<file path="config.mk">
export PLATFORM = sky130hd
export DESIGN_NAME = prog_loader_flat
export DESIGN_NICKNAME = d
export VERILOG_FILES = /design/src/rtl/prog_loader_if.sv /design/src/rtl/prog_loader.sv /design/src/flat_wrapper.sv
export SDC_FILE = /design/constraint.sdc
export NUM_CORES = 1
export LEC_CHECK = 0
export ABC_AREA = 1
export BUFFER_PORTS_ARGS = -buffer_cell sky130_fd_sc_hd__clkbuf_2
export CORE_MARGIN = 2
export CORE_UTILIZATION = 25
export CTS_BUF_LIST = sky130_fd_sc_hd__clkbuf_8 sky130_fd_sc_hd__clkbuf_16
export CTS_CLUSTER_DIAMETER = 80
export DETAILED_ROUTE_END_ITERATION = 16
export SETUP_SLACK_MARGIN = 0.1
export SYNTH_ARGS = -nofsm -noshare
export SYNTH_HDL_FRONTEND = slang
export SYNTH_SLANG_ARGS = --single-unit
</file>
<file path="constraint.sdc">
create_clock -name clk -period 5.8 [get_ports clk]
set_clock_uncertainty 0.1 [all_clocks]
set_input_delay 0.29 -clock clk [delete_from_list [all_inputs] [get_ports clk]]
set_output_delay 0.29 -clock clk [all_outputs]
set_load 0.01 [all_outputs]
</file>
<file path="src/rtl/prog_loader_if.sv">
// Boot-loader bus bundle: the incoming word stream plus the imem/dmem write ports.
// The loader takes the master modport; whoever feeds the stream takes the slave modport.
interface prog_loader_if #(
  parameter int INSN_LEN = 32,
  parameter int DATA_LEN = 32,
  parameter int ADDR_LEN = 32,
  parameter int IMEM_AW  = 9
);
  logic                  in_valid;
  logic [31:0]           in_data;
  logic                  in_ready;
  logic                  imem_we;
  logic [IMEM_AW-1:0]    imem_addr;
  logic [4*INSN_LEN-1:0] imem_wdata;
  logic                  dmem_we;
  logic [ADDR_LEN-1:0]   dmem_addr;
  logic [DATA_LEN-1:0]   dmem_wdata;

  modport master (
    input  in_valid, in_data,
    output in_ready,
    output imem_we, imem_addr, imem_wdata,
    output dmem_we, dmem_addr, dmem_wdata
  );

  modport slave (
    output in_valid, in_data,
    input  in_ready,
    input  imem_we, imem_addr, imem_wdata,
    input  dmem_we, dmem_addr, dmem_wdata
  );
endinterface

</file>
<file path="src/rtl/prog_loader.sv">
// Boot-time program loader: reads the header words, packs instructions into 128-bit
// fetch bundles for imem, then writes data words to dmem, holding the core in reset meanwhile.
module prog_loader #(
  parameter int INSN_LEN = 32,
  parameter int DATA_LEN = 32,
  parameter int ADDR_LEN = 32,
  parameter int IMEM_AW  = 9,
  parameter int DMEM_AW  = 10
) (
  input  logic          clk,
  input  logic          reset_x,
  prog_loader_if.master bus,
  output logic          prog_loading,
  output logic          loaded,
  output logic          err
);

  typedef enum logic [2:0] {
    HDR_I, HDR_D, LOAD_I, LOAD_D, DRAIN, DONE, ERR
  } state_e;

  localparam logic [31:0] MaxBundles = 32'd1 << IMEM_AW;
  localparam logic [31:0] MaxWords   = 32'd1 << DMEM_AW;

  state_e                state_q, state_d;
  logic [IMEM_AW:0]      nBundles_q, nBundles_d;
  logic [DMEM_AW:0]      nWords_q, nWords_d;
  logic [IMEM_AW:0]      bundleIdx_q, bundleIdx_d;
  logic [DMEM_AW:0]      wordIdx_q, wordIdx_d;
  logic [1:0]            lane_q, lane_d;
  logic [3*INSN_LEN-1:0] partial_q, partial_d;

  logic                  imemWe_q, imemWe_d;
  logic [IMEM_AW-1:0]    imemAddr_q, imemAddr_d;
  logic [4*INSN_LEN-1:0] imemWdata_q, imemWdata_d;
  logic                  dmemWe_q, dmemWe_d;
  logic [DMEM_AW-1:0]    dmemAddr_q, dmemAddr_d;
  logic [DATA_LEN-1:0]   dmemWdata_q, dmemWdata_d;

  logic                  stateReady;
  logic                  accept;
  logic [IMEM_AW:0]      bundleIdxInc;
  logic [DMEM_AW:0]      wordIdxInc;

  // The async reset parks the FSM in HDR_I, which would otherwise advertise ready during reset.
  assign stateReady   = (state_q == HDR_I) || (state_q == HDR_D) ||
                        (state_q == LOAD_I) || (state_q == LOAD_D);
  assign bus.in_ready = reset_x && stateReady;
  assign accept       = bus.in_valid && bus.in_ready;

  assign bundleIdxInc = bundleIdx_q + (IMEM_AW+1)'(1);
  assign wordIdxInc   = wordIdx_q + (DMEM_AW+1)'(1);

  always_comb begin
    state_d     = state_q;
    nBundles_d  = nBundles_q;
    nWords_d    = nWords_q;
    bundleIdx_d = bundleIdx_q;
    wordIdx_d   = wordIdx_q;
    lane_d      = lane_q;
    partial_d   = partial_q;
    imemWe_d    = 1'b0;
    imemAddr_d  = imemAddr_q;
    imemWdata_d = imemWdata_q;
    dmemWe_d    = 1'b0;
    dmemAddr_d  = dmemAddr_q;
    dmemWdata_d = dmemWdata_q;

    unique case (state_q)
      HDR_I: begin
        if (accept) begin
          if (bus.in_data > MaxBundles) begin
            state_d = ERR;
          end else begin
            nBundles_d = bus.in_data[IMEM_AW:0];
            state_d    = HDR_D;
          end
        end
      end

      HDR_D: begin
        if (accept) begin
          if (bus.in_data > MaxWords) begin
            state_d = ERR;
          end else begin
            nWords_d = bus.in_data[DMEM_AW:0];
            if (nBundles_q != '0) begin
              state_d = LOAD_I;
            end else if (bus.in_data[DMEM_AW:0] != '0) begin
              state_d = LOAD_D;
            end else begin
              state_d = DRAIN;
            end
          end
        end
      end

      LOAD_I: begin
        if (accept) begin
          lane_d = lane_q + 2'd1;
          unique case (lane_q)
            2'd0: partial_d[3*INSN_LEN-1 -: INSN_LEN] = bus.in_data[INSN_LEN-1:0];
            2'd1: partial_d[2*INSN_LEN-1 -: INSN_LEN] = bus.in_data[INSN_LEN-1:0];
            2'd2: partial_d[INSN_LEN-1:0]             = bus.in_data[INSN_LEN-1:0];
            default: begin
              // Lane 3 completes the bundle; the last word goes straight into the write data.
              imemWe_d    = 1'b1;
              imemAddr_d  = bundleIdx_q[IMEM_AW-1:0];
              imemWdata_d = {partial_q, bus.in_data[INSN_LEN-1:0]};
              bundleIdx_d = bundleIdxInc;
              if (bundleIdxInc == nBundles_q) begin
                if (nWords_q != '0) begin
                  state_d = LOAD_D;
                end else begin
                  state_d = DRAIN;
                end
              end
            end
          endcase
        end
      end

      LOAD_D: begin
        if (accept) begin
          dmemWe_d    = 1'b1;
          dmemAddr_d  = wordIdx_q[DMEM_AW-1:0];
          dmemWdata_d = bus.in_data[DATA_LEN-1:0];
          wordIdx_d   = wordIdxInc;
          if (wordIdxInc == nWords_q) begin
            state_d = DRAIN;
          end
        end
      end

      DRAIN:   state_d = DONE;
      DONE:    state_d = DONE;
      ERR:     state_d = ERR;
      default: state_d = HDR_I;
    endcase
  end

  always_ff @(posedge clk or negedge reset_x) begin
    if (!reset_x) begin
      state_q     <= HDR_I;
      nBundles_q  <= '0;
      nWords_q    <= '0;
      bundleIdx_q <= '0;
      wordIdx_q   <= '0;
      lane_q      <= '0;
      partial_q   <= '0;
      imemWe_q    <= 1'b0;
      imemAddr_q  <= '0;
      imemWdata_q <= '0;
      dmemWe_q    <= 1'b0;
      dmemAddr_q  <= '0;
      dmemWdata_q <= '0;
    end else begin
      state_q     <= state_d;
      nBundles_q  <= nBundles_d;
      nWords_q    <= nWords_d;
      bundleIdx_q <= bundleIdx_d;
      wordIdx_q   <= wordIdx_d;
      lane_q      <= lane_d;
      partial_q   <= partial_d;
      imemWe_q    <= imemWe_d;
      imemAddr_q  <= imemAddr_d;
      imemWdata_q <= imemWdata_d;
      dmemWe_q    <= dmemWe_d;
      dmemAddr_q  <= dmemAddr_d;
      dmemWdata_q <= dmemWdata_d;
    end
  end

  assign bus.imem_we    = imemWe_q;
  assign bus.imem_addr  = imemAddr_q;
  assign bus.imem_wdata = imemWdata_q;
  assign bus.dmem_we    = dmemWe_q;
  assign bus.dmem_addr  = {{(ADDR_LEN-DMEM_AW){1'b0}}, dmemAddr_q};
  assign bus.dmem_wdata = dmemWdata_q;

  assign prog_loading = (state_q != DONE);
  assign loaded       = (state_q == DONE);
  assign err          = (state_q == ERR);

endmodule

</file>
<file path="src/flat_wrapper.sv">
// flat-port wrapper written by rule: the top's interface ports become plain ports
module prog_loader_flat 
#(
  parameter int INSN_LEN = 32,
  parameter int DATA_LEN = 32,
  parameter int ADDR_LEN = 32,
  parameter int IMEM_AW  = 9,
  parameter int DMEM_AW  = 10
)
  (clk, reset_x, prog_loading, loaded, err, bus_in_valid, bus_in_data, bus_in_ready, bus_imem_we, bus_imem_addr, bus_imem_wdata, bus_dmem_we, bus_dmem_addr, bus_dmem_wdata);
  prog_loader_if #(.INSN_LEN(INSN_LEN), .DATA_LEN(DATA_LEN), .ADDR_LEN(ADDR_LEN), .IMEM_AW(IMEM_AW)) bus_i ();
  input  logic clk;
  input  logic reset_x;
  output logic prog_loading;
  output logic loaded;
  output logic err;
  input wire logic [$bits(bus_i.in_valid)-1:0] bus_in_valid;
  input wire logic [$bits(bus_i.in_data)-1:0] bus_in_data;
  output wire logic [$bits(bus_i.in_ready)-1:0] bus_in_ready;
  output wire logic [$bits(bus_i.imem_we)-1:0] bus_imem_we;
  output wire logic [$bits(bus_i.imem_addr)-1:0] bus_imem_addr;
  output wire logic [$bits(bus_i.imem_wdata)-1:0] bus_imem_wdata;
  output wire logic [$bits(bus_i.dmem_we)-1:0] bus_dmem_we;
  output wire logic [$bits(bus_i.dmem_addr)-1:0] bus_dmem_addr;
  output wire logic [$bits(bus_i.dmem_wdata)-1:0] bus_dmem_wdata;
  assign bus_i.in_valid = bus_in_valid;
  assign bus_i.in_data = bus_in_data;
  assign bus_in_ready = bus_i.in_ready;
  assign bus_imem_we = bus_i.imem_we;
  assign bus_imem_addr = bus_i.imem_addr;
  assign bus_imem_wdata = bus_i.imem_wdata;
  assign bus_dmem_we = bus_i.dmem_we;
  assign bus_dmem_addr = bus_i.dmem_addr;
  assign bus_dmem_wdata = bus_i.dmem_wdata;
  prog_loader #(.INSN_LEN(INSN_LEN), .DATA_LEN(DATA_LEN), .ADDR_LEN(ADDR_LEN), .IMEM_AW(IMEM_AW), .DMEM_AW(DMEM_AW)) u_core (.clk(clk), .reset_x(reset_x), .bus(bus_i), .prog_loading(prog_loading), .loaded(loaded), .err(err));
endmodule
</file>
* Word-level counts from Yosys, hierarchy flattened
Cells that the tools add are included.
** Word-level totals
- Register bits :: 324
- Word-level logic and storage cells :: 80
** Operators by class
- Add/sub/neg operators :: 3
- Magnitude comparators :: 2
- Eq/ne operators :: 18
- Multiplexer cells :: 18
- Bitwise operators :: 3
- Reductions and logical operators :: 21
** Operators with widths (number)
- 3-bit two-way mux :: 12
- 32-bit by 10-bit > comparator with 1-bit output (second input constant) :: 1
- 32-bit by 11-bit > comparator with 1-bit output (second input constant) :: 1
- 11-bit nonzero test :: 2
- 3-bit case mux with 6 select lines :: 1
- 3-bit AND reduction :: 6
- 11-bit by 1-bit adder with 11-bit output (second input constant) :: 1
- 11-bit == test :: 1
- 10-bit by 1-bit adder with 10-bit output (second input constant) :: 1
- 10-bit == test :: 1
- 10-bit nonzero test :: 1
- 3-bit == test (second input constant) :: 3
- 2-bit by 1-bit inequality test with 1-bit output (second input constant) :: 4
- 7-bit AND reduction :: 1
- 3-bit by 2-bit == test with 1-bit output (second input constant) :: 2
- 2-bit inequality test (second input constant) :: 3
- 1-bit two-way mux :: 5
- 2-bit AND reduction :: 2
- 3-bit by 1-bit == test with 1-bit output (second input constant) :: 1
- 3-bit logical NOT :: 1
- 1-bit logical OR :: 3
- 3-bit inequality test (second input constant) :: 1
- 1-bit inverter :: 3
- 3-bit OR reduction :: 1
- 6 further kinds :: 7

* Longest topological paths before layout
Gate-level depths: netlist of the first run.
- Word-level depth :: 8
- Mapped depth :: 16

* Least setup slack after synthesis of the first run
OpenSTA, ideal clock, no wires.
- Kind :: reg-to-reg
- Start :: reg u_core.wordIdx_q[0]
- End :: reg u_core.state_q[0]
- Arrival :: 1.630 ns
- Data required time :: 5.583 ns
- Setup slack :: 3.953 ns
- Cell stages (with the launch flop) :: 15
- Path buffers :: 0
- Period minus slack after synthesis :: 1.847 ns
- Cell sequence :: dfrtp_1 -> ha_1 -> nand2_1 -> o21ai_0 -> nand2_1 -> nand2_1 -> nand2_1 -> nor2_1 -> nand2_1 -> nor2_1 -> nand2_1 -> nand2_2 -> nand3_2 -> nand2_1 -> nand2_1
** On the way
- Cells in the longest elaborated chain, start to end :: 4
** Ends and longest elaborated chain
- start: declaration :: line prog_loader.sv:29 : logic [DMEM_AW:0] wordIdx_q, wordIdx_d;
- start signal: assignment :: line prog_loader.sv:162 : wordIdx_q <= wordIdx_d;
- 11-bit by 1-bit adder with 11-bit output :: line prog_loader.sv:52 : assign wordIdxInc = wordIdx_q + (DMEM_AW+1)'(1);
- 11-bit == test :: line prog_loader.sv:129 : if (wordIdxInc == nWords_q) begin
- 2-bit inequality test (no source line)
- 7-bit AND reduction (no source line)
- end signal: assignment :: line prog_loader.sv:158 : state_q <= state_d;
- end: declaration :: line prog_loader.sv:25 : state_e state_q, state_d;
No other way between the ends.
A chain may end at the register's enable or synchronous reset.

* Worst setup path after layout of the first run
- Start :: in reset_x
- End :: reg u_core.imemWdata_q[105] (netlist: u_core.bus.imem_wdata[105])
** On the way
- Cells in the longest elaborated chain, start to end :: 3
** Ends and longest elaborated chain
- start: declaration :: line flat_wrapper.sv:13 : input logic reset_x;
- 1-bit logical AND :: line prog_loader.sv:48 : assign bus.in_ready = reset_x && stateReady;
- 1-bit logical AND :: line prog_loader.sv:49 : assign accept = bus.in_valid && bus.in_ready;
- 3-bit AND reduction (no source line)
- end signal: assignment :: line prog_loader.sv:167 : imemWdata_q <= imemWdata_d;
- end: declaration :: line prog_loader.sv:35 : logic [4*INSN_LEN-1:0] imemWdata_q, imemWdata_d;
No other way between the ends.

==> impl_metrics.ini, run 1 <==
[critical_path]
cp-start-kind = input port
worst-r2r-cell-count = 9
endpoint_kind = flop
arrival_ns = 3.60
required_ns = 6.17
path_max_fanout = 127
criticalPathCategory = input port to flop

[route]
firstDrtPassIters = 5
totalWireLength_um = 37660
drc = 0
via_per_inst = 4.341
wl_per_cell_um = 15.57
antenna_left = 0
vias = 10500
drtIter0Drc = 612

[power_and_ir_drop]
ir_worst_vdd_v = 0.0002540
power_density_mw_per_mm2 = 498.9
power.total_mw = 8.162
leakage_nw = 8.616

[min_path]
hold_class = input port to flop
holdPathStages = 3

[timing]
hold_violations = 0
layout_setup_ws_ns = 2.567
drv_slew = 0
max_clock_freq_ghz = 0.3093
setup_viol = 0
grt_setup_unrepaired = false
slew_headroom = 0.2842
worst_slew_pin_slew_ns = 1.066
fin_hold_ws_ns = 0.03251
period_share = 0.5574
fin_tns_setup_ns = 0
period_needed_ns = 3.233

[die]
start_util = 0.2529
pin_count = 242
die_x_um = 234.8
core_region_area_mm2 = 0.05266
die_y_um = 234.8
die_area_mm2 = 0.05513
num_rows = 84

[placed_design]
pre_cts_slack_ns = 2.508
gp_congestion = 0.8420
port_buffers = 219
post-dp-hpwl_um = 25230

[layout]
final_core_util = 0.3107
drive_gt1_frac = 0.1820
synthToLayoutAreaGrowth_pct = 22.86
layout.nets = 1745
antenna_cells = 0
final_common_cell = nand2_1
layout_common_cells = nand2_1, dfrtp_1, clkbuf_2

[global_routing]
grt_pass1_vias = 10390
grt.overflow.total = 0
use_met3 = 0.03712
grt_use_met2 = 0.2161
grt_usage = 0.1363
busiest_layer = met2
grt_pass1_wl_um = 59860
use_met1 = 0.1802
grt_max_degree = 128
antenna_found_initial = 0

[cts]
cts.sinks = 324
cts_made_buffers = 39
cts_htree_levels = 2
cts_tree = done
cts_root_buffer = clkbuf_16
cts-resized-gates = 0
insertion_delay_ns = 0.54
clk_path_buf_depth = 3
clk_pin_slew_worst_paths_ns = 0.06

[synth]
syn_area_mm2 = 0.01332
synthCells = 1483
ys_seq_elements = 324
yosys_warnings = 0
synth_area_per_cell_um2 = 8.979
synth.distinct_cells = 34
ys_seq_area_frac = 0.6089

[flow_run]
maxCapViolCount = 0

[run_status]
status = complete, no violations
-- registers in the layout, summed over array words and instances, names as in the netlist --
name	flops
u_core.bus.imem_addr	9
u_core.bus.imem_we	1
u_core.partial_q	96
u_core.lane_q	2
u_core.bus.dmem_we	1
u_core.dmemAddr_q	10
u_core.bus.dmem_wdata	32
u_core.nWords_q	11
u_core.bus.imem_wdata	128
u_core.nBundles_q	10
u_core.wordIdx_q	11
u_core.bundleIdx_q	10
u_core.state_q	3
-- final cells by class --
class / instances / area (µm²)
repair buffers: 244 / 1334
clock buffers: 47 / 1109
flip-flops and latches: 324 / 8108
inverters: 90 / 342.8
multi-input cells: 1005 / 4397
clock inverters: 21 / 210.2
fillers: 5503 / 36290
well taps: 688 / 860.8
-- path summary, 6_finish.rpt --
check | from | slack [ns] | end
max | reset_x | 2.57 | u_core.bus.imem_wdata[105]$_DFFE_PN0P_
min | bus_in_data[23] | 0.03 | u_core.bus.imem_wdata[23]$_DFFE_PN0P_
max reg2reg | u_core.state_q[2]$_DFFE_PN0P_ | 2.88 | u_core.bus.imem_wdata[105]$_DFFE_PN0P_
min reg2reg | u_core.partial_q[49]$_DFFE_PN0P_ | 0.36 | u_core.bus.imem_wdata[81]$_DFFE_PN0P_
max in group asynchronous | reset_x | 3.24 | u_core.partial_q[27]$_DFFE_PN0P_
min in group asynchronous | reset_x | 0.20 | u_core.partial_q[68]$_DFFE_PN0P_
-- logic make-up (layout without fill, tap and decap cells) --
logic type,after synthesis,after routing,share of synthesized area
other,1,22,0.0002816
buffers and inverters,175,402,0.06756
adders and majority gates,6,6,0.005637
and+or+nand+nor,741,741,0.2244
AOI/OAI and AO/OA,230,230,0.08936
DFF,324,324,0.6089
xor gates and xnor gates,6,6,0.003946
-- power breakdown --
| part | switching [mW] | total, mW | internal, mW | leakage (nW) |
|---|---|---|---|---|
| sequential | 0.527 | 3.63 | 3.10 | 4.20 |
| combinational | 1.25 | 2.04 | 0.792 | 3.74 |
| clock | 0.964 | 2.50 | 1.53 | 0.678 |
-- timing repair --
| item | CTS | global route |
|---|---|---|
| hold buffers | 16 | 0 |
| hold endpoints to repair | 91 | 0 |
| buffers inserted | 0 | 0 |
| setup endpoints to repair | 0 | 0 |
-- synthesized netlist by cell type --
| cell type | n | share of area |
|---|---|---|
| and2_1 | 3 | 0.0014 |
| o21ai_1 | 49 | 0.018 |
| nand4_1 | 14 | 0.0066 |
| clkinv_4 | 1 | 0.00066 |
| clkbuf_1 | 26 | 0.0073 |
| a21oi_1 | 3 | 0.0011 |
| nor2b_1 | 1 | 0.00047 |
| o211ai_1 | 1 | 0.00056 |
| xnor2_1 | 1 | 0.00066 |
| nor2_1 | 42 | 0.012 |
| nand2_2 | 5 | 0.0023 |
| conb_1 | 1 | 0.00028 |
| nand3_1 | 47 | 0.018 |
| nor3_1 | 5 | 0.0019 |
| buf_6 | 17 | 0.014 |
| nor3_2 | 1 | 0.00075 |
| a21boi_0 | 1 | 0.00056 |
| nor2_4 | 3 | 0.0025 |
| buf_4 | 23 | 0.013 |
| inv_1 | 85 | 0.024 |
| nand2_1 | 613 | 0.17 |
| ha_1 | 6 | 0.0056 |
| o21ai_2 | 7 | 0.0046 |
| xor2_1 | 5 | 0.0033 |
| nor2_8 | 1 | 0.0015 |
| nor4_4 | 1 | 0.0016 |
| inv_2 | 4 | 0.0011 |
| nor2_2 | 3 | 0.0014 |
| buf_2 | 19 | 0.0071 |
| nand2_4 | 1 | 0.00085 |
| nand3_2 | 1 | 0.00075 |
| o21ai_0 | 166 | 0.062 |
| o21a_1 | 3 | 0.0017 |
| dfrtp_1 | 324 | 0.61 |
-- metal layers --
| metal | part of all wire | vias to the layer above | wire length [µm] |
|---|---|---|---|
| met2 | 0.46 | 314 | 17140 |
| met3 | 0.074 | 66 | 2777 |
| li1 | - | 5100 | - |
| met5 | 0 | - | 0 |
| met1 | 0.45 | 5020 | 16870 |
| met4 | 0.023 | 0 | 880 |
-- metrics by stage --
stage | cell area [µm²] | instances
CTS | 16360 | 2419
global placement | 14880 | 2335
finish | 16360 | 2419
detailed placement | 14880 | 2335
global route | 16360 | 2419
floorplan | 13400 | 1504
-- worst max-delay path: stages --
cell and delay [ns]:
dlygate4sd3_1 0.56, buf_8 0.41, inv_1 0.08, nor2_1 0.19, nand2_2 0.20, nor2_8 0.25, nand2_8 0.46, clkinv_4 0.79
nand2_1 0.13, nand2_1 0.10
Power figures use the tool's default switching activity.
==> run 2: changes to the inputs <==
==> constraint.sdc (replaced) <==
create_clock -name clk -period 3 [get_ports clk]
set_clock_uncertainty 0.1 [all_clocks]
set_input_delay 0.15 -clock clk [delete_from_list [all_inputs] [get_ports clk]]
set_output_delay 0.15 -clock clk [all_outputs]
set_load 0.01 [all_outputs]
==> impl_metrics.ini, run 2 (synthesis results as in run 1) <==
[route]
wl_per_cell_um = 15.78
drc = 0
drtIter0Drc = 773
antenna_left = 0
via_per_inst = 4.363
firstDrtPassIters = 5
vias = 10670
totalWireLength_um = 38590

[critical_path]
crit_path_start = u_core.wordIdx_q[0]$_DFFE_PN0P_
r2r-start = u_core.wordIdx_q[0]$_DFFE_PN0P_
required_ns = 3.34
arrival_ns = 2.64
worst-r2r-cell-count = 16
endpoint_kind = flop
path_max_fanout = 6
cp-start-kind = flop
rrSetupSlack_ns = 0.70
criticalPathCategory = flop to flop

[cts]
cts_htree_levels = 2
cts_tree = done
cts_root_buffer = clkbuf_16
insertion_delay_ns = 0.54
cts_made_buffers = 39
clk_pin_slew_worst_paths_ns = 0.06
post_cts_buffers = 0
clk_path_buf_depth = 3
cts.sinks = 324

[layout]
layout.nets = 1770
multi_input_area_mm2 = 0.004397
seq_area_mm2 = 0.008108
nFillCells = 5503
layout_common_cells = nand2_1, dfrtp_1, clkbuf_2
synthToLayoutAreaGrowth_pct = 24.65
drive_gt1_frac = 0.1833
fin_cells = 2445
antenna_cells = 0
final_common_cell = nand2_1
largest_reg_flops = 128

[die]
num_rows = 84
pin_count = 242
die_y_um = 234.8
die_x_um = 234.8
core_region_area_mm2 = 0.05266
start_util = 0.2529
die_area_mm2 = 0.05513

[global_routing]
grt_max_degree = 197
grt.overflow.total = 0
grt_pass1_vias = 10430
grt_pass1_wl_um = 60210
grt_usage = 0.1382
antenna_found_initial = 0

[min_path]
holdPathStages = 3
hold_class = input port to flop
hold_path.startpoint = bus_in_data[11]

[timing]
fin_tns_setup_ns = 0
hold_violations = 0
max_clock_freq_ghz = 0.4347
slew_headroom = 0.3483
worst_slew_pin_slew_ns = 0.9775
period_needed_ns = 2.300
period_share = 0.7668
grt_setup_unrepaired = false
setup_viol = 0
drv_slew = 0

[power_and_ir_drop]
power_density_mw_per_mm2 = 945.8
ir_worst_vdd_v = 0.0004359
sw_frac_of_total = 0.3375
clockPowerShare = 0.299
net-switching-power_mw = 5.298
leakage_nw = 8.746
p_int_mw = 10.40
combPwrFrac = 0.254
power_frac_seq = 0.446

[placed_design]
dp_cells = 2343
port_buffers = 219
gp_congestion = 0.8564
post-dp-hpwl_um = 25600

[flow_run]
maxCapViolCount = 0

[run_status]
status = complete, no violations
## run 2: worst paths after layout
path | end
worst max-delay path | u_core.state_q[1]$_DFFE_PN0P_
worst min register to register | u_core.bus.imem_wdata[127]$_DFFE_PN0P_
worst min-delay path | u_core.bus.imem_wdata[11]$_DFFE_PN0P_
worst max register to register | u_core.state_q[1]$_DFFE_PN0P_
max in group asynchronous | u_core.bus.imem_wdata[89]$_DFFE_PN0P_
min in group asynchronous | u_core.bus.dmem_wdata[7]$_DFFE_PN0P_
## run 2: layer usage
| layer | up-vias | GRT usage | share of wire |
|---|---|---|---|
| li1 | 5148 | - | - |
| met5 | - | 0 | 0 |
| met4 | 0 | 0.03721 | 0.023 |
| met2 | 328 | 0.2246 | 0.47 |
| met3 | 62 | 0.03724 | 0.068 |
| met1 | 5130 | 0.1814 | 0.44 |
## run 2: what timing repair did
| item | 4_1_cts | 5_1_grt |
|---|---|---|
| hold buffers | 33 | 0 |
| gates resized for setup | 0 | 0 |
| endpoints found under the hold margin | 376 | 0 |
| endpoints found under the setup margin | 0 | 0 |
## run 2: cell type report
cell class / count / share of cell area
tap: 688 / 0.05186
multi-input combinational: 1005 / 0.2649
clock buffer: 46 / 0.06596
sequential: 324 / 0.4885
inverter: 90 / 0.02065
timing repair buffer: 269 / 0.09709
clock inverter: 23 / 0.01108
## run 2: power groups by stage
stage / Combinational (mW) / Clock [mW] / Sequential (mW)
3_5_place_dp: 4.02 / 0 / 7.05
3_3_place_gp: 3.90 / 0 / 7.00
4_1_cts: 4.07 / 4.85 / 7.00
2_1_floorplan: 1.98 / 0 / 7.27
5_1_grt: 4.55 / 5.03 / 7.21
6_report: 3.99 / 4.70 / 7.01
## run 2: through the flow
stage	worst slack, ns	instance area, µm²	total power, mW	util	hold slack (ns)
2_1_floorplan	1.153	13400	9.255	-	-0.2456
3_3_place_gp	0.8131	14980	10.90	0.2845	-0.07068
3_5_place_dp	0.7264	14980	11.07	0.2845	-0.06933
4_1_cts	0.7238	16600	15.93	0.3152	0.02438
5_1_grt	0.4374	16600	16.79	0.3152	0.05137
6_report	0.6997	16600	15.70	0.3152	0.03486
## run 2: critical path, cell delays in order, from the launching register on
cell and delay (ns):
dfrtp_1 0.50, ha_1 0.31, nand2_1 0.12, nor2_1 0.20
nand2_1 0.08, nand2_1 0.08, nand2_1 0.08, nand2_1 0.07
nand2_1 0.05, inv_1 0.04, nand2_1 0.04, nor2_1 0.11
nand2_1 0.09, nand2_2 0.10, nand3_2 0.10, nand2_1 0.08
nand2_1 0.05
